===== src/rtl/uart_boot_loader.sv =====
`default_nettype none
// ============================================================================
//  Module      : uart_boot_loader
//  Description : Receives a framed program image from a UART byte stream and
//                writes it word-by-word over a simple request/ack bus. Holds
//                the core in reset until a frame with a good checksum loads.
//  Revision    : 1.0  initial release
// ============================================================================
module uart_boot_loader #(
   parameter logic [7:0]  MAGIC          = 8'hB0,
   parameter int          TIMEOUT_CYCLES = 1_000_000,
   parameter logic [15:0] MAX_WORDS      = 16'hFFFF
) (
   input  logic        clk,
   input  logic        rst_b,
   input  logic [7:0]  rx_data,
   input  logic        rx_valid,
   output logic        rx_ready,
   output logic        m_req,
   output logic [31:0] m_addr,
   output logic [31:0] m_wdata,
   input  logic        m_ack,
   output logic        core_rst_b,
   output logic        busy,
   output logic        err,
   output logic [15:0] words_written
);

   localparam int               c_TW  = $clog2(TIMEOUT_CYCLES + 1);
   localparam logic [c_TW-1:0]  c_TMO = c_TW'(TIMEOUT_CYCLES);

   typedef enum logic [2:0] {
      S_IDLE  = 3'd0,
      S_ADDR  = 3'd1,
      S_COUNT = 3'd2,
      S_DATA  = 3'd3,
      S_WRITE = 3'd4,
      S_CSUM  = 3'd5,
      S_DONE  = 3'd6,
      S_ERR   = 3'd7
   } state_t;

   state_t            r_state;
   state_t            w_state_nxt;
   logic [1:0]        r_idx;
   logic [15:0]       r_count;
   logic [7:0]        r_csum;
   logic [c_TW-1:0]   r_tmo;
   logic [31:0]       r_addr;
   logic [31:0]       r_wdata;
   logic              r_core_rst_b;
   logic              r_busy;
   logic              r_err;
   logic [15:0]       r_words;

   logic              w_acc;
   logic              w_timed;
   logic              w_tmo_hit;
   logic [15:0]       w_cnt_full;
   logic [15:0]       w_words_inc;

   // Handshake and bus request depend only on state, so reset drops m_req at once
   assign rx_ready      = (r_state == S_IDLE) || (r_state == S_ADDR) || (r_state == S_COUNT) ||
                          (r_state == S_DATA) || (r_state == S_CSUM);
   assign m_req         = (r_state == S_WRITE);
   assign w_acc         = rx_valid & rx_ready;
   assign w_timed       = (r_state == S_ADDR) || (r_state == S_COUNT) ||
                          (r_state == S_DATA) || (r_state == S_CSUM);
   assign w_tmo_hit     = w_timed && (r_tmo == c_TMO);
   assign w_cnt_full    = {rx_data, r_count[7:0]};
   assign w_words_inc   = r_words + 16'd1;

   assign m_addr        = r_addr;
   assign m_wdata       = r_wdata;
   assign core_rst_b    = r_core_rst_b;
   assign busy          = r_busy;
   assign err           = r_err;
   assign words_written = r_words;

   // State register
   always_ff @(posedge clk or negedge rst_b) begin
      if (!rst_b) r_state <= S_IDLE;
      else        r_state <= w_state_nxt;
   end

   // Next-state decode; an expired idle timer overrides any byte activity
   always_comb begin
      w_state_nxt = r_state;
      if (w_tmo_hit) begin
         w_state_nxt = S_ERR;
      end else begin
         case (r_state)
            S_IDLE:  if (w_acc && (rx_data == MAGIC)) w_state_nxt = S_ADDR;
            S_ADDR:  if (w_acc && (r_idx == 2'd3))
                        w_state_nxt = (r_addr[1:0] != 2'b00) ? S_ERR : S_COUNT;
            S_COUNT: if (w_acc && (r_idx == 2'd1)) begin
                        if (w_cnt_full > MAX_WORDS)   w_state_nxt = S_ERR;
                        else if (w_cnt_full == 16'd0) w_state_nxt = S_CSUM;
                        else                          w_state_nxt = S_DATA;
                     end
            S_DATA:  if (w_acc && (r_idx == 2'd3)) w_state_nxt = S_WRITE;
            S_WRITE: if (m_ack) w_state_nxt = (w_words_inc == r_count) ? S_CSUM : S_DATA;
            S_CSUM:  if (w_acc) w_state_nxt = (rx_data == r_csum) ? S_DONE : S_ERR;
            S_DONE:  w_state_nxt = S_IDLE;
            S_ERR:   w_state_nxt = S_IDLE;
            default: w_state_nxt = S_IDLE;
         endcase
      end
   end

   // Idle-byte timer: cleared on every accepted byte and outside byte-collecting states
   always_ff @(posedge clk or negedge rst_b) begin
      if (!rst_b)                 r_tmo <= '0;
      else if (!w_timed || w_acc) r_tmo <= '0;
      else if (!w_tmo_hit)        r_tmo <= r_tmo + 1'b1;
   end

   // Frame datapath: field assembly, checksum, write bookkeeping and status flags
   always_ff @(posedge clk or negedge rst_b) begin
      if (!rst_b) begin
         r_idx        <= 2'd0;
         r_count      <= 16'd0;
         r_csum       <= 8'd0;
         r_addr       <= 32'd0;
         r_wdata      <= 32'd0;
         r_core_rst_b <= 1'b0;
         r_busy       <= 1'b0;
         r_err        <= 1'b0;
         r_words      <= 16'd0;
      end else begin
         case (r_state)
            S_IDLE: if (w_acc && (rx_data == MAGIC)) begin
               r_busy       <= 1'b1;
               r_err        <= 1'b0;
               r_core_rst_b <= 1'b0;
               r_csum       <= 8'd0;
               r_words      <= 16'd0;
               r_idx        <= 2'd0;
            end
            S_ADDR: if (w_acc) begin
               r_addr[{r_idx, 3'b000} +: 8] <= rx_data;
               r_csum <= r_csum + rx_data;
               r_idx  <= r_idx + 2'd1;
            end
            S_COUNT: if (w_acc) begin
               r_count[{r_idx[0], 3'b000} +: 8] <= rx_data;
               r_csum <= r_csum + rx_data;
               // Two count bytes only; restart the index for the data words
               r_idx  <= (r_idx == 2'd1) ? 2'd0 : r_idx + 2'd1;
            end
            S_DATA: if (w_acc) begin
               r_wdata[{r_idx, 3'b000} +: 8] <= rx_data;
               r_csum <= r_csum + rx_data;
               r_idx  <= r_idx + 2'd1;
            end
            S_WRITE: if (m_ack) begin
               r_addr  <= r_addr + 32'd4;
               r_words <= w_words_inc;
            end
            S_DONE: begin
               r_core_rst_b <= 1'b1;
               r_busy       <= 1'b0;
            end
            S_ERR: begin
               r_err  <= 1'b1;
               r_busy <= 1'b0;
            end
            default: ;
         endcase
      end
   end

endmodule
`default_nettype wire


===== config.mk =====
export PLATFORM = sky130hd
export DESIGN_NAME = uart_boot_loader
export DESIGN_NICKNAME = d
export VERILOG_FILES = /design/src/rtl/uart_boot_loader.sv
export SDC_FILE = /design/constraint.sdc
export NUM_CORES = 1
export LEC_CHECK = 0
export CAP_MARGIN = 0
export CORE_AREA = 2 2 89 177
export CTS_BUF_LIST = sky130_fd_sc_hd__clkbuf_8
export CTS_CLUSTER_DIAMETER = 30
export DETAILED_ROUTE_END_ITERATION = 16
export DIE_AREA = 0 0 91 179
export HOLD_SLACK_MARGIN = 0.1
export PLACE_DENSITY = 0.73
export SLEW_MARGIN = 40
export SYNTH_ARGS = -nofsm -noshare
export SYNTH_HDL_FRONTEND = slang
export SYNTH_SLANG_ARGS = --single-unit

===== constraint.sdc =====
create_clock -name clk -period 7.2 [get_ports clk]
set_input_delay 1.44 -clock clk [delete_from_list [all_inputs] [get_ports clk]]
set_output_delay 1.44 -clock clk [all_outputs]
set_load 0.005 [all_outputs]

# After elaboration in Yosys (flattened, before gate mapping)
# Cells that the tools add are included.
[word_totals] word_cells=123 register_bits=132 latchBits=0 in_bits=12 n_memories=0 ramBits=0 mem_bits_ro=0 output_inout_bits=85
[classes] shift=4 multipliers=0 add_sub_neg=7 n_reduce_logical=36 n_div=0 n_mux=37 order_cmp=1 n_bitwise=1 n_eq_ne=26
[ops] op="bitwise mux 32 bit" n=2
[ops] op="two-way mux 32 bit" n=2
[ops] op="case mux 32 bit (2 select lines)" n=1
[ops] op="two-way mux 20 bit" n=2
[ops] op="two-way mux 3 bit" n=11
[ops] op="adder 32 x 3 -> 32 bit, second input constant" n=1
[ops] op="two-way mux 16 bit" n=2
[ops] op="case mux 16 bit (2 select lines)" n=1
[ops] op="variable shift 8 x 7 -> 32 bit, first input constant" n=1
[ops] op="variable part select 8 x 7 -> 32 bit" n=1
[ops] op="case mux 3 bit (7 select lines)" n=1
[ops] op="adder 20 x 1 -> 20 bit, second input constant" n=1
[ops] op="equality test 20 bit, second input constant" n=1
[ops] op="adder 16 x 1 -> 16 bit, second input constant" n=1
[ops] op="bitwise mux 16 bit" n=1
[ops] op="equality test 16 bit" n=1
[ops] op="greater-than comparator 16 bit, second input constant" n=1
[ops] op="logical NOT 16 bit" n=1
[ops] op="two-way mux 8 bit" n=2
[ops] op="case mux 8 bit (2 select lines)" n=1
[ops] op="variable shift 8 x 6 -> 16 bit, first input constant" n=1
[ops] op="variable part select 8 x 6 -> 16 bit" n=1
[ops] op="nonzero test 2 bit" n=7
[ops] op="equality test 3 bit, second input constant" n=4
[ops] op="other kinds (31)" n=64

# Longest topological paths before layout
# Gate-level depths: netlist (run 1).
[depth] word_depth=10 ltp_mapped=12

# Worst setup path before layout (run 1)
# OpenSTA, ideal clock, no wires.
[synth_path] path_kind="input-to-reg" startpoint="input port rx_data[1]" endpoint="register r_csum[6]" t_required_ps=7118 stages=10 setup_time_ps=82 arrival_ps=2990 path_slack_ps=4127 path_buffers=1 path_cell_list="clkbuf_1 > inv_1 > fa_1 > nor2b_1 > o21ai_0 > nand2b_1 > a21o_1 > a21oi_1 > xor2_1 > o22ai_1"
[synth_via] elab_chain_cells=4 word_cells_on_any_way=7 classes_between="add/sub (1); eq/ne (2); mux (2); reduce/logical (2)"
[synth_rtl] element="from (decl)" line="16" source="input logic [7:0] rx_data,"
[synth_rtl] element="parallel branches: the longest is 4 deep, another holds adder 8 bit"
[synth_rtl] element="to (signal assigned)" line="142" source="r_csum <= r_csum + rx_data;"
[synth_rtl] element="to (signal assigned)" line="147" source="r_csum <= r_csum + rx_data;"
[synth_rtl] element="to (signal assigned)" line="153" source="r_csum <= r_csum + rx_data;"
[synth_rtl] element="to (decl)" line="47" source="logic [7:0] r_csum;"
# Several ways; the timed one is not identified. The select of a mux whose other input is x is not followed.
# A chain may end at the register's enable or synchronous reset.

# Worst setup path in the final report (run 1)
[layout_path] startpoint="register r_state[1]" endpoint="output port m_req"
[layout_via] elab_chain_cells=1
[layout_rtl] element="from (decl)" line="43" source="state_t r_state;"
[layout_rtl] element="from (signal assigned)" line="83" source="else r_state <= w_state_nxt;"
[layout_rtl] element="equality test 3 bit" line="65" source="assign m_req = (r_state == S_WRITE);"
[layout_rtl] element="to (decl)" line="19" source="output logic m_req,"
# Every way passes these cells.

==> summary.txt, run 1 <==
STA
  – Hold slack: 0.485 ns
  – Max-slew violations: 0
  – Hold Violations, Final: 0
  – Setup Viol. Count Final: 0
  – Least-Margin Pin Slew: 0.872 ns
  – Clock Skews: 0.0163 ns
  – Slew headroom: 0.417
  – Setup repair after global routing missed its margin: no
  – Highest Clock Rate: about 240 MHz
  – Min Tclk post-route: 4.10 ns
  – Final period utilization: 0.570
  – Setup TNS: 0 ns

Layout
  – Fin cells: 1125
  – # nets final: 944
  – Layout cells sized above 1: 0.0723
  – Ant. Diodes: 0
  – Fill count: between 1000 and 1500
  – Area grow syn2layout: 19.8%

GRT
  – GRT Total Usage: 0.244
  – Largest net degree at the start of global routing: 70
  – First-pass GRT wire length: 32.2 mm
  – Vias in the first global route: 6480
  – Total global routing overflow: 0
  – Initial antenna violation count: 0

Synthesis
  – Synth Area in Compound Gates: 0.191
  – Mean area per synthesized cell: 8.76 um2
  – Seq/Total Area, Yosys: 0.447
  – Simple-gate share of the synthesized area: 0.216
  – Post-synth EDFFs: 0
  – Synth Register Bits: 132
  – Top post-synthesis cells by count: 132 x dfrtp_1, 118 x nand2_1, 102 x o21ai_0, 70 x nor2_1, 49 x a21oi_1
  – Main area contributors after synthesis: dfrtp_1 45%, o21ai_0 6.9%, nand2_1 6.0%
  – Post-synth top flop: dfrtp_1
  – Most numerous cell in the Yosys netlist: dfrtp_1
  – Largest family of logic cells by synthesized area: simple AND/OR/NAND/NOR gates
  – Synth Area in XOR/XNOR: 0.0533
  – Asr flop ratio synth: 1.00
  – Post-synthesis adder-cell area fraction: 0.0315
  – Cells after Synth: roughly 840
  – Top-area cell type share of the netlist area: 0.447
  – Yosys warnings: 0
  – Largest area contributor in the netlist: dfrtp_1
  – Multiplexer share of the synthesized area: 0.0227
  – Synthesized Nets: 874
  – Yosys cell types: 63
  – Synthesized area: 7400 um2

Placed design
  – IO buf count: 96
  – HPWL after DPL: 13.1 mm
  – GPL Wtd Cong: 0.860
  – Placed cell count: 1093

Clock tree
  – Clock-pin slew on the worst setup and hold paths: roughly 0.08 ns
  – Number of cells upsized or downsized after cts: 0
  – Root Driver: clkbuf_8
  – CTS buffer count: 17
  – CTS sink cnt: between 100 and 150
  – Post-CTS setup buffers: 0
  – Max clock buf depth: 2
  – TritonCTS clock tree: built
  – Clock Latency Late Sink: 0.44 ns
  – # hold bufs at CTS: 0
  – H-tree levels: 4

Floorplanning
  – Die Height: 179 um
  – # IOs: 97
  – Die width: 91 um
  – Die area: 16300 um2
  – Starting Density: 0.491
  – Core Footprint: between 15000 and 20000 um2
  – Num rows: 64

Pwr
  – Internal Power: 1.70 mW
  – Psw: about 1.0 mW
  – Sw frac: 0.379
  – Sequential Power Share: 0.402
  – Max IR drop VDD: 0.203 mV
  – Clock power frac: 0.233
  – Comb power frac: 0.366
  – Lkg Pwr: 3.63 nW
  – Power per cell area: slightly above 300 nW/um2

Critical path
  – CP required: roughly 5.8 ns
  – CP max FO: 39
  – Register-to-register setup slack: 4.09 ns
  – Crit-path cells: nor2_1, nand2_1, buf_4, clkinv_1, buf_4, clkdlybuf4s50_1
  – Buf/Inv on CP: 4
  – R2r worst-path depth: 7
  – Critical setup path kind: flip-flop to output port
  – CP max stage delay: 0.71 ns
  – Worst EP arrival: 2.66 ns
  – Most frequent CP cell: buf_4
  – Reg2reg end: words_written[10]
  – Crit end category: output port
  – Delay-heaviest family, CP: buffers and inverters
  – Crit path launch type: flip-flop
  – Worst path slowest cell: dfrtp_1
  – Worst reg2reg startpoint: r_idx[0]

Routing
  – Via Count: 6674
  – Detail Route Antenna Nets: 0
  – Router iterations before antenna repair: 5
  – Final Routed Wirelength: 19.4 mm
  – Via density: just under 6
  – Iter 0 DRT Violations: 460
  – Routed length per instance: 17.2 um
  – DRC viols: 0

Worst hold path
  – Min-Delay Path Class: flip-flop to flip-flop
  – Hold Path Stages: 2
  – Min-delay src: m_wdata[23]
  – Hold EP: m_wdata[23]

Run status
  – Status: complete, no violations

Run
  – Max_cap viols: 0
-- metrics by stage --
stage                     setup slack, ns  power, mW  utilization  area [um2]
final                                3.10       2.73        0.588        8860
after global routing                 2.88       2.91        0.588        8860
after CTS                            3.11       2.73        0.588        8840
after detailed placement             2.75       2.09        0.561        8440
after global placement               2.93       2.06        0.559        8420
after floorplan                      4.13       1.72            -        7400
-- state kept, by name, indices dropped and copies added, names as in the netlist --
register,flops
r_state,3
busy,1
core_rst_b,1
r_idx,2
r_csum,8
m_addr,32
words_written,16
r_count,16
m_wdata,32
r_tmo,20
err,1
-- final cells by class --
cell class	count	area (um2)	share of cell area
clock buffers	20	275	0.0311
well taps	198	248	0.0280
clock inverters	12	130	0.0147
flip-flops and latches	132	3300	0.373
inverters	22	82.6	0.00932
multi-input cells	642	3830	0.432
repair buffers	99	988	0.112
-- cell usage in the layout, fill, tap and decap left out, types with 5 or more instances in the layout --
| cell | instances |
|---|---|
| dfrtp_1 | 132 |
| nand2_1 | 118 |
| o21ai_0 | 100 |
| clkdlybuf4s50_1 | 95 |
| nor2_1 | 68 |
| a21oi_1 | 48 |
| nand3_1 | 34 |
| xor2_1 | 26 |
| inv_1 | 22 |
| and3_1 | 20 |
| clkbuf_8 | 20 |
| xnor2_1 | 19 |
| ha_1 | 17 |
| o31ai_1 | 16 |
| nor3_1 | 15 |
| mux2_2 | 14 |
| a22o_1 | 13 |
| nand4_1 | 11 |
| o22ai_1 | 10 |
| nor4_1 | 9 |
| a31oi_1 | 8 |
| and2_1 | 7 |
| nand2b_1 | 5 |
| o21a_1 | 5 |
| a21o_1 | 5 |
-- metal layers --
metal | share of wire | vias to the layer above | track usage
met3 | 0.055 | 35 | 0.0399
met4 | 0.022 | 0 | 0.0934
met2 | 0.49 | 227 | 0.400
met5 | 0 | - | 0
li1 | - | 3156 | -
met1 | 0.44 | 3256 | 0.326
-- power groups by stage --
stage | Sequential (mW) | Combinational, mW | Clock (mW)
after CTS | 1.09 | 0.994 | 0.647
after global placement | 1.10 | 0.955 | 0
after floorplan | 1.02 | 0.702 | 0
after detailed placement | 1.10 | 0.987 | 0
after global routing | 1.12 | 1.11 | 0.678
final | 1.10 | 1.00 | 0.636
-- how the worst max path moves through the flow --
stage	startpoint	end	slack, ns	cells past startpoint
2_1_floorplan	rx_data[1]	r_csum[6]	4.13	10
3_3_place_gp	rx_data[6]	r_csum[2]	2.93	6
3_5_place_dp	rx_valid	words_written[3]	2.75	7
4_1_cts	r_state[1]	m_req	3.11	6
5_1_grt	r_state[1]	m_req	2.88	6
6_report	r_state[1]	m_req	3.10	6
-- worst reg2reg max path, cell delays in order (launching register included) --
cell	delay, ns
dfrtp_1	0.50
inv_1	0.27
ha_1	0.38
nand4b_1	0.24
a21oi_1	0.59
nand2_1	0.51
or3_1	0.48
o21ai_0	0.07
-- kinds of logic after synthesis --
family	count (synthesis)
xor+xnor	45
fa+ha+maj	18
simple gates	327
compound gates	237
buf+inv	70
flops	132
mux	15
Power figures use the tool's default switching activity.
==> inputs of run 2 (changes only) <==
PLACE_DENSITY = 0.76   (was 0.73)
clock period = 3.45 ns   (was 7.2 ns; I/O delays follow)
==> run 2 against run 1 <==
Sequential share of layout area shrank 0.55 points. Register-to-register slack worse by 3.4 ns. Utilization rose by 0.88 points. Setup slack lost 2.7 ns. Flip-flop and latch count unchanged. Clock power increased by 110%. Global-route usage grew 0.37 points. Sequential power increased by 110%. Cell count grew 1.6%. Non-clock buffer count increased by 19. First-iteration DRC count is 29% higher. Critical endpoint unchanged.
==> summary.txt, run 2 (same netlist as run 1, synthesis figures left out) <==
Run status
  – Status: complete, no violations

Clock tree
  – CTS buffer count: 17
  – Post-CTS setup buffers: 0
  – Clock-pin slew on the worst setup and hold paths: 0.08 ns
  – Max clock buf depth: 2
  – Number of cells upsized or downsized after cts: 0
  – TritonCTS clock tree: built
  – Root Driver: clkbuf_8
  – # hold bufs at CTS: 0
  – Clock Latency Late Sink: 0.44 ns
  – H-tree levels: 4
  – CTS sink cnt: 132

Critical path
  – Critical setup path kind: flip-flop to output port
  – Crit end category: output port
  – Worst reg2reg startpoint: words_written[0]
  – Delay-heaviest family, CP: buffers and inverters
  – CP max FO: 18
  – Worst path slowest cell: dfrtp_1
  – Crit-path cells: nor2_1, nand2_1, clkinv_1, clkdlybuf4s50_1
  – Register-to-register setup slack: 0.69 ns
  – Setup crit start: r_state[1]
  – Worst EP arrival: 2.38 ns
  – CP required: between 2 and 3 ns
  – Crit. path cell count: 4
  – Buf/Inv on CP: 2
  – CP max stage delay: approximately 0.7 ns
  – Reg2reg end: r_state[2]
  – Crit path launch type: flip-flop
  – R2r worst-path depth: 8
  – Crit path capture: m_req

Pwr
  – Power Total: 5.79 mW
  – Power per cell area: 644 nW/um2
  – Max IR drop VDD: 0.459 mV
  – Lkg Pwr: ~3.7 nW

Routing
  – Iter 0 DRT Violations: between 500 and 600
  – Detail Route Antenna Nets: 0
  – Routed length per instance: 17.5 um
  – DRC viols: 0
  – Final Routed Wirelength: between 15 and 20 mm
  – Router iterations before antenna repair: 7
  – Via Count: about 7000
  – Via density: 5.95

Layout
  – Fill count: 1331
  – Ant. Diodes: 0
  – Most frequent cells in the layout: 132 x dfrtp_1, 118 x nand2_1, 100 x o21ai_0, 95 x clkdlybuf4s50_1, 69 x nor2_1
  – Sequential cell area: 3300 um2
  – Area grow syn2layout: 21.6%
  – # nets final: 963
  – Most common cell after layout, fill and taps aside: dfrtp_1
  – Area of the multi-input gates: roughly 3800 um2
  – Layout cells sized above 1: 0.0857

Floorplanning
  – Die width: slightly above 90 um
  – Starting Density: 0.491
  – Die Height: 179 um
  – Num rows: 64
  – Die area: roughly 16000 um2
  – # IOs: between 90 and 100
  – Core Footprint: 15100 um2

STA
  – Final period utilization: 0.890
  – Min Tclk post-route: 3.07 ns
  – Setup Viol. Count Final: 0
  – Setup TNS: 0 ns
  – Setup repair after global routing missed its margin: no
  – Hold Violations, Final: 0
  – Max-slew violations: 0
  – Highest Clock Rate: about 330 MHz
  – Least-Margin Pin Slew: approximately 0.77 ns
  – Clock Skews: 0.0121 ns
  – Slew headroom: 0.487

Run
  – Max_cap viols: 0

Worst hold path
  – Min-Delay Path Class: input port to asynchronous set/reset pin

GRT
  – Vias in the first global route: 6501
  – GRT Total Usage: 0.248
  – First-pass GRT wire length: 32.7 mm
  – Largest net degree at the start of global routing: 56
  – Initial antenna violation count: 0
  – Total global routing overflow: 0

Placed design
  – GPL Wtd Cong: 0.884
  – IO buf count: 96
  – HPWL after DPL: 13.8 mm
[run 2: changes by cell type in the layout (fill, tap and decap cells not counted), sizes merged]
| cell | change |
|---|---|
| buf | +19 |
| bufinv | +1 |
| clkbuf | -2 |
| clkinv | -1 |
| clkinvlp | +1 |
[run 2: through the flow]
| step | worst slack (ns) | util | cell area [um2] | hold slack, ns | std cells |
|---|---|---|---|---|---|
| after floorplan | 1.01 | - | 7400 | 0.394 | 844 |
| after global placement | 0.435 | 0.570 | 8580 | 0.462 | 1112 |
| after detailed placement | 0.386 | 0.570 | 8580 | 0.471 | 1112 |
| after CTS | 0.406 | 0.597 | 8990 | 0.126 | 1143 |
| after global routing | 0.270 | 0.597 | 8990 | 0.136 | 1143 |
| final | 0.379 | 0.597 | 8990 | 0.137 | 1143 |
[run 2: cell type report]
type,instances,share of cell area
clock buffer,18,0.0276
clock inverter,13,0.0177
inverter,22,0.00919
multi-input combinational,642,0.424
sequential,132,0.367
tap,198,0.0276
timing repair buffer,118,0.126
[run 2: worst min-delay path by stage]
stage                 from     endpoint  slack [ns]
5_1_grt              rst_b     r_tmo[4]        0.14
4_1_cts              rst_b     r_tmo[4]        0.13
3_3_place_gp   m_wdata[17]  m_wdata[17]        0.46
2_1_floorplan        rst_b         busy        0.39
3_5_place_dp   m_wdata[14]  m_wdata[14]        0.47
6_report             rst_b     r_tmo[4]        0.14
[run 2: worst register-to-register path: cells and delay by family (launching register included)]
kind | cells | cell delay (ns)
AOI/OAI and AO/OA | 2 | 0.43
xor gates and xnor gates | 1 | 0.18
adders and majority gates | 1 | 0.31
DFF | 1 | 0.49
and+or+nand+nor | 4 | 1.28
[run 2: routing by layer]
| layer | up-vias | GRT usage | wire, um |
|---|---|---|---|
| li1 | 3187 | - | - |
| met1 | 3263 | 0.335 | 8580 |
| met2 | 299 | 0.402 | 9640 |
| met3 | 52 | 0.0378 | 1210 |
| met4 | 0 | 0.0979 | 529 |
| met5 | - | 0 | 0 |
[run 2: report_power, final]
group / leakage, nW / internal [mW] / switching, mW
combinational: 1.75 / 1.02 / 1.14
clock: 0.194 / 0.727 / 0.622
sequential: 1.77 / 1.87 / 0.413
